## src/rtl/axis_quad_splitter.sv

```systemverilog
// Splits one 256-bit stream of sixteen s16 samples round-robin onto four 128-bit streams of s8 samples.
// Latency: a completing input beat accepted at edge N shows on all four outputs from edge N.
// Backpressure: input stalls (tready=0) only when a word completes while any output still holds data.
//
// Ports:
//   CLK, resetn                   clock, synchronous active-low reset
//   s_axis_mm2s_*                 256-bit input stream (tdata/tvalid/tready/tlast), no tkeep
//   m00/m01/m20/m21_axis_*        128-bit output streams, channel c = 0..3 (tdata/tkeep/tvalid/tready/tlast)
//   sat_clear, sat_flag           clear pulse and sticky per-channel saturation flags
module axis_quad_splitter #(
    parameter int SDATA_WIDTH = 256,
    parameter int MDATA_WIDTH = 128,
    parameter int SHIFT       = 0
) (
    input  logic                     CLK,
    input  logic                     resetn,

    input  logic [SDATA_WIDTH-1:0]   s_axis_mm2s_tdata,
    input  logic                     s_axis_mm2s_tvalid,
    output logic                     s_axis_mm2s_tready,
    input  logic                     s_axis_mm2s_tlast,

    output logic [MDATA_WIDTH-1:0]   m00_axis_tdata,
    output logic [MDATA_WIDTH/8-1:0] m00_axis_tkeep,
    output logic                     m00_axis_tvalid,
    input  logic                     m00_axis_tready,
    output logic                     m00_axis_tlast,

    output logic [MDATA_WIDTH-1:0]   m01_axis_tdata,
    output logic [MDATA_WIDTH/8-1:0] m01_axis_tkeep,
    output logic                     m01_axis_tvalid,
    input  logic                     m01_axis_tready,
    output logic                     m01_axis_tlast,

    output logic [MDATA_WIDTH-1:0]   m20_axis_tdata,
    output logic [MDATA_WIDTH/8-1:0] m20_axis_tkeep,
    output logic                     m20_axis_tvalid,
    input  logic                     m20_axis_tready,
    output logic                     m20_axis_tlast,

    output logic [MDATA_WIDTH-1:0]   m21_axis_tdata,
    output logic [MDATA_WIDTH/8-1:0] m21_axis_tkeep,
    output logic                     m21_axis_tvalid,
    input  logic                     m21_axis_tready,
    output logic                     m21_axis_tlast,

    input  logic                     sat_clear,
    output logic [3:0]               sat_flag
);

    localparam int NCH   = 4;
    localparam int LANES = MDATA_WIDTH / 8;

    typedef enum logic {ST_FILL, ST_WAIT} state_t;

    state_t                  state;
    logic                    s_ready_q;
    logic [1:0]              cnt;
    logic [MDATA_WIDTH-1:0]  pack      [NCH];
    logic [LANES-1:0]        pend_keep;
    logic                    pend_last;

    logic [MDATA_WIDTH-1:0]  hold_dat  [NCH];
    logic [LANES-1:0]        hold_keep [NCH];
    logic                    hold_last [NCH];
    logic [NCH-1:0]          hold_vld;

    logic [NCH-1:0]          m_rdy;
    logic [MDATA_WIDTH-1:0]  word      [NCH];
    logic [LANES-1:0]        keep_new;
    logic [NCH-1:0]          sat_hit;
    logic                    beat_acc;
    logic                    word_done;
    logic                    all_free;
    logic [8:0]              conv;

    // Returns {clamped, s8 result} for one sample after the arithmetic shift.
    function automatic logic [8:0] sat8(input logic signed [15:0] s);
        logic signed [15:0] t;
        t = s >>> SHIFT;
        if (t > 16'sd127)
            return {1'b1, 8'h7F};
        else if (t < -16'sd128)
            return {1'b1, 8'h80};
        else
            return {1'b0, t[7:0]};
    endfunction

    assign m_rdy     = {m21_axis_tready, m20_axis_tready, m01_axis_tready, m00_axis_tready};
    assign beat_acc  = s_axis_mm2s_tvalid & s_ready_q;
    assign word_done = beat_acc & ((cnt == 2'd3) | s_axis_mm2s_tlast);
    assign all_free  = ~|hold_vld;

    // Current pack contents with this beat merged into lanes 4*cnt .. 4*cnt+3.
    always_comb begin
        conv     = '0;
        keep_new = '0;
        sat_hit  = '0;
        for (int c = 0; c < NCH; c++) begin
            word[c] = pack[c];
            for (int l = 0; l < LANES; l++) begin
                if (l / 4 == int'(cnt)) begin
                    // lane j of this group comes from input sample c + 4*j
                    conv = sat8(s_axis_mm2s_tdata[16*(c + 4*(l % 4)) +: 16]);
                    word[c][8*l +: 8] = conv[7:0];
                    sat_hit[c] = sat_hit[c] | conv[8];
                end
            end
        end
        for (int l = 0; l < LANES; l++)
            keep_new[l] = (l < 4 * (int'(cnt) + 1));
    end

    always_ff @(posedge CLK) begin
        if (!resetn) begin
            state     <= ST_FILL;
            s_ready_q <= 1'b0;
            cnt       <= '0;
            sat_flag  <= '0;
            pend_keep <= '0;
            pend_last <= 1'b0;
            hold_vld  <= '0;
            for (int c = 0; c < NCH; c++) begin
                pack[c]      <= '0;
                hold_dat[c]  <= '0;
                hold_keep[c] <= '0;
                hold_last[c] <= 1'b0;
            end
        end else begin
            for (int c = 0; c < NCH; c++) begin
                if (hold_vld[c] && m_rdy[c])
                    hold_vld[c] <= 1'b0;
                if (sat_clear)
                    sat_flag[c] <= 1'b0;
                else if (beat_acc && sat_hit[c])
                    sat_flag[c] <= 1'b1;
            end

            case (state)
                ST_FILL: begin
                    s_ready_q <= 1'b1;
                    if (beat_acc) begin
                        if (word_done) begin
                            cnt <= '0;
                            if (all_free) begin
                                for (int c = 0; c < NCH; c++) begin
                                    hold_dat[c]  <= word[c];
                                    hold_keep[c] <= keep_new;
                                    hold_last[c] <= s_axis_mm2s_tlast;
                                    hold_vld[c]  <= 1'b1;
                                    pack[c]      <= '0;
                                end
                            end else begin
                                // Park the finished word in the pack registers until every output drains.
                                for (int c = 0; c < NCH; c++)
                                    pack[c] <= word[c];
                                pend_keep <= keep_new;
                                pend_last <= s_axis_mm2s_tlast;
                                state     <= ST_WAIT;
                                s_ready_q <= 1'b0;
                            end
                        end else begin
                            for (int c = 0; c < NCH; c++)
                                pack[c] <= word[c];
                            cnt <= cnt + 2'd1;
                        end
                    end
                end
                ST_WAIT: begin
                    if (all_free) begin
                        for (int c = 0; c < NCH; c++) begin
                            hold_dat[c]  <= pack[c];
                            hold_keep[c] <= pend_keep;
                            hold_last[c] <= pend_last;
                            hold_vld[c]  <= 1'b1;
                            pack[c]      <= '0;
                        end
                        state     <= ST_FILL;
                        s_ready_q <= 1'b1;
                    end
                end
                default: state <= ST_FILL;
            endcase
        end
    end

    assign s_axis_mm2s_tready = s_ready_q;

    assign m00_axis_tdata  = hold_dat[0];
    assign m00_axis_tkeep  = hold_keep[0];
    assign m00_axis_tlast  = hold_last[0];
    assign m00_axis_tvalid = hold_vld[0];

    assign m01_axis_tdata  = hold_dat[1];
    assign m01_axis_tkeep  = hold_keep[1];
    assign m01_axis_tlast  = hold_last[1];
    assign m01_axis_tvalid = hold_vld[1];

    assign m20_axis_tdata  = hold_dat[2];
    assign m20_axis_tkeep  = hold_keep[2];
    assign m20_axis_tlast  = hold_last[2];
    assign m20_axis_tvalid = hold_vld[2];

    assign m21_axis_tdata  = hold_dat[3];
    assign m21_axis_tkeep  = hold_keep[3];
    assign m21_axis_tlast  = hold_last[3];
    assign m21_axis_tvalid = hold_vld[3];

endmodule
```

## config.mk

```make
export PLATFORM = sky130hd
export DESIGN_NAME = axis_quad_splitter
export DESIGN_NICKNAME = d
export VERILOG_FILES = /design/src/rtl/axis_quad_splitter.sv
export SDC_FILE = /design/constraint.sdc
export NUM_CORES = 2
export LEC_CHECK = 0
export BUFFER_PORTS_ARGS = -buffer_cell sky130_fd_sc_hd__buf_2
export CAP_MARGIN = 40
export CORE_AREA = 3 3 329 331
export CTS_BUF_LIST = sky130_fd_sc_hd__clkbuf_4 sky130_fd_sc_hd__clkbuf_8
export DETAILED_ROUTE_END_ITERATION = 8
export DIE_AREA = 0 0 332 334
export GPL_TIMING_DRIVEN = 0
export HOLD_SLACK_MARGIN = 0.06
export PLACE_DENSITY = 0.75
export SLEW_MARGIN = 20
export SYNTH_ARGS = -nofsm -noshare
export SYNTH_HDL_FRONTEND = slang
export SYNTH_SLANG_ARGS = --single-unit
```

## constraint.sdc

```tcl
create_clock -name CLK -period 8.5 [get_ports CLK]
set_input_delay 2.55 -clock CLK [delete_from_list [all_inputs] [get_ports CLK]]
set_output_delay 2.55 -clock CLK [all_outputs]
set_load 0.05 [all_outputs]
```

After elaboration in Yosys (flattened, before gate mapping). Memories as Yosys holds them, arrays and structs flattened. Cells that the tools add are included.

$lt $le $gt $ge: 48. Reductions and logical operators: 13. Eq/ne operators: 5. Bitwise operators: 105. Multiplexer cells: 295. Add/sub/neg operators: 2.

Operator list (number): $mux W128 (24); $mux W9 (92); $mux W8 (64); $gt A16 B8 Y1 const B (16); $lt A16 B8 Y1 const B (16); $lt A5 B32 Y1 const A (7); $lt A4 B32 Y1 const A (4); $mux W16 (8); $or A1 B1 Y1 (101); $mux W1 (100); $lt A3 B32 Y1 const A (2); $lt A1 B32 Y1 const A (1); $lt A2 B32 Y1 const A (1); $mux W4 (3); $logic_and A1 B1 Y1 (8); $pmux W4 S2 (1); $lt A4 B5 Y1 const A (1); $eq A2 B2 Y1 const A (2); $pmux W1 S2 (2); $reduce_and A4 Y1 (1); $reduce_or A4 Y1 (1); $add A2 B1 Y3 const B (1); $add A2 B1 Y2 const B (1); $and A1 B1 Y1 (2); other kinds (8) (9).

Bits in registers: 29. Output and inout port bits: 589. Memories: 4. Bits in writable memories: 1092.

Memories: hold_dat (depth 4, bits a word 128, read ports 4, clocked after memory_dff 0, write ports 4, RTL line 63) `logic [MDATA_WIDTH-1:0] hold_dat [NCH];`; pack (depth 4, bits a word 128, read ports 4, clocked after memory_dff 0, write ports 4, RTL line 59) `logic [MDATA_WIDTH-1:0] pack [NCH];`; hold_keep (depth 4, bits a word 16, read ports 4, clocked after memory_dff 0, write ports 4, RTL line 64) `logic [LANES-1:0] hold_keep [NCH];`; hold_last (depth 4, bits a word 1, read ports 4, clocked after memory_dff 0, write ports 4, RTL line 65) `logic hold_last [NCH];`.

Longest topological paths before layout.
Depth after elaboration: 35. Mapped depth: 10. Depth with buffers taken out: 7.

Worst setup path before layout. Ideal clock, no wire load.

Kind: input to register. From: input port resetn. To: memory pack[1][0], enable pin. Setup slack: 1.348 ns. Required time: 7.067 ns. Path buffers: 1. Stages: 2. Library setup time: 1.433 ns. Arrival: 5.718 ns. Cell sequence: clkbuf_1 -> nand3_1.

RTL lines: start: declaration (RTL line 16) `input logic resetn,`; end: declaration (RTL line 59).

==> results.txt <==
Switching share of power: 0.291. The completed layout was analyzed and its total power is 12.2 mW. Peak supply drop: 140 µV.

The startpoint identified for the worst hold timing path is sat_flag[2]. Clock skew on the completed layout was measured at 42.3 ps. The tightest min-delay check is of the register to register type. The portion of total power attributed to sequential cells is 0.491. The worst setup path is launched from a primary input. The final route contains 36,300 vias. In this run the clock root is driven by a sky130_fd_sc_hd__clkbuf_8. Max-cap violations in this run came to 0. The run gives 3010 ps as the worst setup slack after placement. Library cell with the largest summed area after synthesis: sky130_fd_sc_hd__edfxtp_1. The first global-routing pass estimated 238,000 µm of wire. The fraction of layout instances using a drive strength above 1 works out to 0.295. Based on the critical path, the design can be clocked at up to 214 MHz.

The tools report the total count of hold-check failures in the final report as 0. Input and output buffers added on the ports amount to 840. The largest individual stage delay along the critical path comes from the cell sky130_fd_sc_hd__o21ai_0.

Sequential area share after synthesis: 0.660. The beginning of the worst register-to-register path was hold_vld[1]. The final antenna-violating net count was 0.

For the final weighted congestion in routability-driven placement, the log shows 0.900. The max-slew headroom at the worst pin is 0.370. For this run, the number of standard cells in the final layout without fillers is 6,176.

TritonCTS built the clock tree. For the synthesized instance count, the log shows 3,540. Hold is met by 459 ps.

The worst hold path terminates at sat_flag[2]. The tools report the largest net degree at the start of global routing as 61. Reg-to-reg critical path endpoint: hold_dat[3][7]. For the detailed placement HPWL, the log shows 125,000 µm. Counting flops with a built-in enable in the synthesized netlist gives 788.

Deepest clock path buffer count: 3. Setup violations remaining at the end of the flow were counted as 0. The die span in x is 332 µm, and the slew of the pin with the lowest slew margin is 945 ps.

Dividing the synthesized area by the synthesized cell count gives 12.5 µm². The final-report max-slew violation count is 0, and the y dimension of the die is 334 µm. The number of sinks on the clock net is 1,061.

The run finished with clean final reports. For this run the aggregate overflow at the end of global routing stands at 0. The tools report the violation count after the first detailed-routing iteration as 4,467. Post-synthesis async set-or-reset flop share: 0. Startpoint-to-endpoint class of the critical path: primary input to register.

Of all nets on the critical path, the largest fanout is 10. The logs give 0 for the count of synthesis-stage warnings from yosys and 168,000 µm for the total detailed-routing wirelength. In this run the standard cell core region covers 105,000 µm². The run gives 9060 ps as the critical path required time.

Data arrives at the worst endpoint at 5230 ps. The post-route core utilization was 0.518; the share of power burned in combinational logic was 0.131. The relative area change from synthesis to final layout is 23.9%. The post-route clock period utilization is 0.549, and the number of cells in the design after placement is 5,828. The number of nets in the synthesized netlist is 3,810. Power spread over the standard cell area amounts to 223 nW/µm². The logs give 0 for the post-cts hold buffer count and 0.292 for the global-route total usage across every layer. The synthesized cell area was 44,100 µm²; the clock edge transition at the registers on the reported setup and hold paths was 70 ps. The number of different library cells used by synthesis comes to 51. The sum of buffers and inverters on the critical path is 3, and the cell leakage power is 21.4 nW. The effective utilization at floorplan came out at 0.418.

The instance count along the most critical hold path was 2. STA classifies the critical path endpoint as a register. The worst path needs 4670 ps of the cycle, external delays included. The relative contribution of the clock network to total power is 0.378, and the number of cells traversed by the worst register-to-register path is 6. After synthesis, the most frequently instantiated cells are sky130_fd_sc_hd__edfxtp_1, sky130_fd_sc_hd__nor2_1, sky130_fd_sc_hd__o2bb2ai_1.

The area share of the largest cell type after synthesis is 0.536, and the post-CTS resize count is 0. Setup slack on the critical path of the routed design comes to 3830 ps. Dominant cell by count in the synthesized netlist: sky130_fd_sc_hd__edfxtp_1.

Clock insertion delay at the later pin of the skew report: 860 ps. Setup repair after global routing left no endpoint under its margin. 854 I/O pins were placed. The family with the most delay on the worst path is simple AND/OR/NAND/NOR gates. The register bit total from synthesis works out to 1,061. Among all flip-flop cells after synthesis, the most frequent one is sky130_fd_sc_hd__edfxtp_1.

For the via count of the first global-routing pass, the log shows 34,400. The critical path goes through buf_2, or2_0, clkbuf_1, nand2_1, nor2_4, nand2_1, clkbuf_1, o21ai_0. The tools report the die outline area as 111,000 µm². The worst stage delay on the critical path was 600 ps; the count of unresolved DRC violations after routing was 0. For this run, the detailed router's first-pass iteration total came to 6. The routed wirelength normalized by instance count came out at 27.2 µm. The switching component of the power was 3.54 mW. TritonCTS created 171 clock buffers.

Sorting the synthesized cells by area gives the leading types as sky130_fd_sc_hd__edfxtp_1, sky130_fd_sc_hd__dfxtp_1, sky130_fd_sc_hd__o2bb2ai_1. The initial antenna violation count came out at 12. The tools report the level count of the clock H-tree as 4. In this run the core area contains 119 standard-cell rows. The logs give 4830 ps for the setup slack on the worst flop-to-flop path and 0 for the post-CTS setup buffer count. In the final design database the tool counted 4,903 nets.

The internal portion of the total power is 8.63 mW. The number of vias per cell after detailed routing works out to 5.88.
per-layer routing:
metal / GRT usage / vias up / routed length, µm
li1: - / 15900 / -
met1: 0.371 / 17700 / 64000
met2: 0.476 / 2324 / 79500
met3: 0.0771 / 343 / 17700
met4: 0.120 / 2 / 6930
met5: 0 / - / 19
power groups by stage:
stage | Sequential [mW] | Combinational (mW) | Clock [mW]
after floorplan | 6.64 | 0.446 | 0
after global placement | 6.14 | 1.51 | 0
after detailed placement | 6.08 | 1.58 | 0
after CTS | 5.98 | 1.58 | 4.65
after global routing | 6.00 | 1.66 | 4.89
final | 5.98 | 1.59 | 4.61
worst max path at each step:
stage / from / end / depth (start not counted)
global placement: resetn / pack[1][123] / 3
global route: s_axis_mm2s_tlast / hold_dat[3][7] / 8
floorplan: resetn / pack[1][0] / 2
detailed placement: s_axis_mm2s_tlast / hold_dat[3][7] / 8
finish: s_axis_mm2s_tlast / hold_dat[3][7] / 8
CTS: s_axis_mm2s_tlast / hold_dat[3][7] / 8
flip-flops by register name (all words and copies together) (netlist names):
register	flops
pend_keep	4
pend_last	1
hold_last	4
hold_dat	512
pack	512
hold_keep	16
state	1
cnt	2
hold_vld	4
sat_flag	4
s_axis_mm2s_tready	1
metrics by stage:
step	TNS [ps]	cell area, µm²
after detailed placement	0	50900
after global routing	0	54600
after global placement	-568110	50100
final	0	54600
after floorplan	0	44100
after CTS	0	54400
cells in the final DEF (no fill, tap or decap), types with 16 or more instances in the layout:
cell type and n:
sky130_fd_sc_hd__a211oi_1 254, sky130_fd_sc_hd__a21oi_1 24, sky130_fd_sc_hd__a22o_1 205, sky130_fd_sc_hd__a22oi_1 172, sky130_fd_sc_hd__a2bb2oi_1 35, sky130_fd_sc_hd__buf_2 973
sky130_fd_sc_hd__buf_4 75, sky130_fd_sc_hd__buf_6 16, sky130_fd_sc_hd__clkbuf_1 176, sky130_fd_sc_hd__clkbuf_4 75, sky130_fd_sc_hd__clkbuf_8 182, sky130_fd_sc_hd__clkinv_1 27
sky130_fd_sc_hd__clkinv_2 21, sky130_fd_sc_hd__dfxtp_1 273, sky130_fd_sc_hd__edfxtp_1 788, sky130_fd_sc_hd__mux2i_1 33, sky130_fd_sc_hd__nand2_1 258, sky130_fd_sc_hd__nand3_1 41
sky130_fd_sc_hd__nand4_1 22, sky130_fd_sc_hd__nor2_1 482, sky130_fd_sc_hd__nor4_1 32, sky130_fd_sc_hd__o21ai_0 131, sky130_fd_sc_hd__o21ai_1 17, sky130_fd_sc_hd__o2bb2ai_1 315
cells by family after synthesis:
kind of cell	count (synthesis)	share of synthesized area
AO/OA/AOI/OAI	1181	0.207
adder cells (fa/ha/maj)	5	0.00142
buffers and inverters	374	0.0397
flip-flops	1061	0.660
multiplexers	33	0.00749
AND/OR/NAND/NOR	886	0.0837
worst reg2reg max path, cell delays in order (launching register included):
cell and delay [ps]:
sky130_fd_sc_hd__dfxtp_1 350, sky130_fd_sc_hd__nor4_4 770, sky130_fd_sc_hd__nand2_2 330, sky130_fd_sc_hd__nor2_4 450, sky130_fd_sc_hd__nand2_1 420, sky130_fd_sc_hd__clkbuf_1 480, sky130_fd_sc_hd__o21ai_0 600
final cells by class:
class	instances	area, µm²
Antenna cell	11	27.5
Buffer	363	1710
Clock buffer	243	2960
Clock inverter	71	569
Fill cell	9259	50800
Inverter	11	41.3
Multi-Input combinational cell	2105	13300
Sequential cell	1061	29100
Tap cell	1391	1740
Timing Repair Buffer	920	5150
Note: power is estimated with default switching activity, not from simulation.
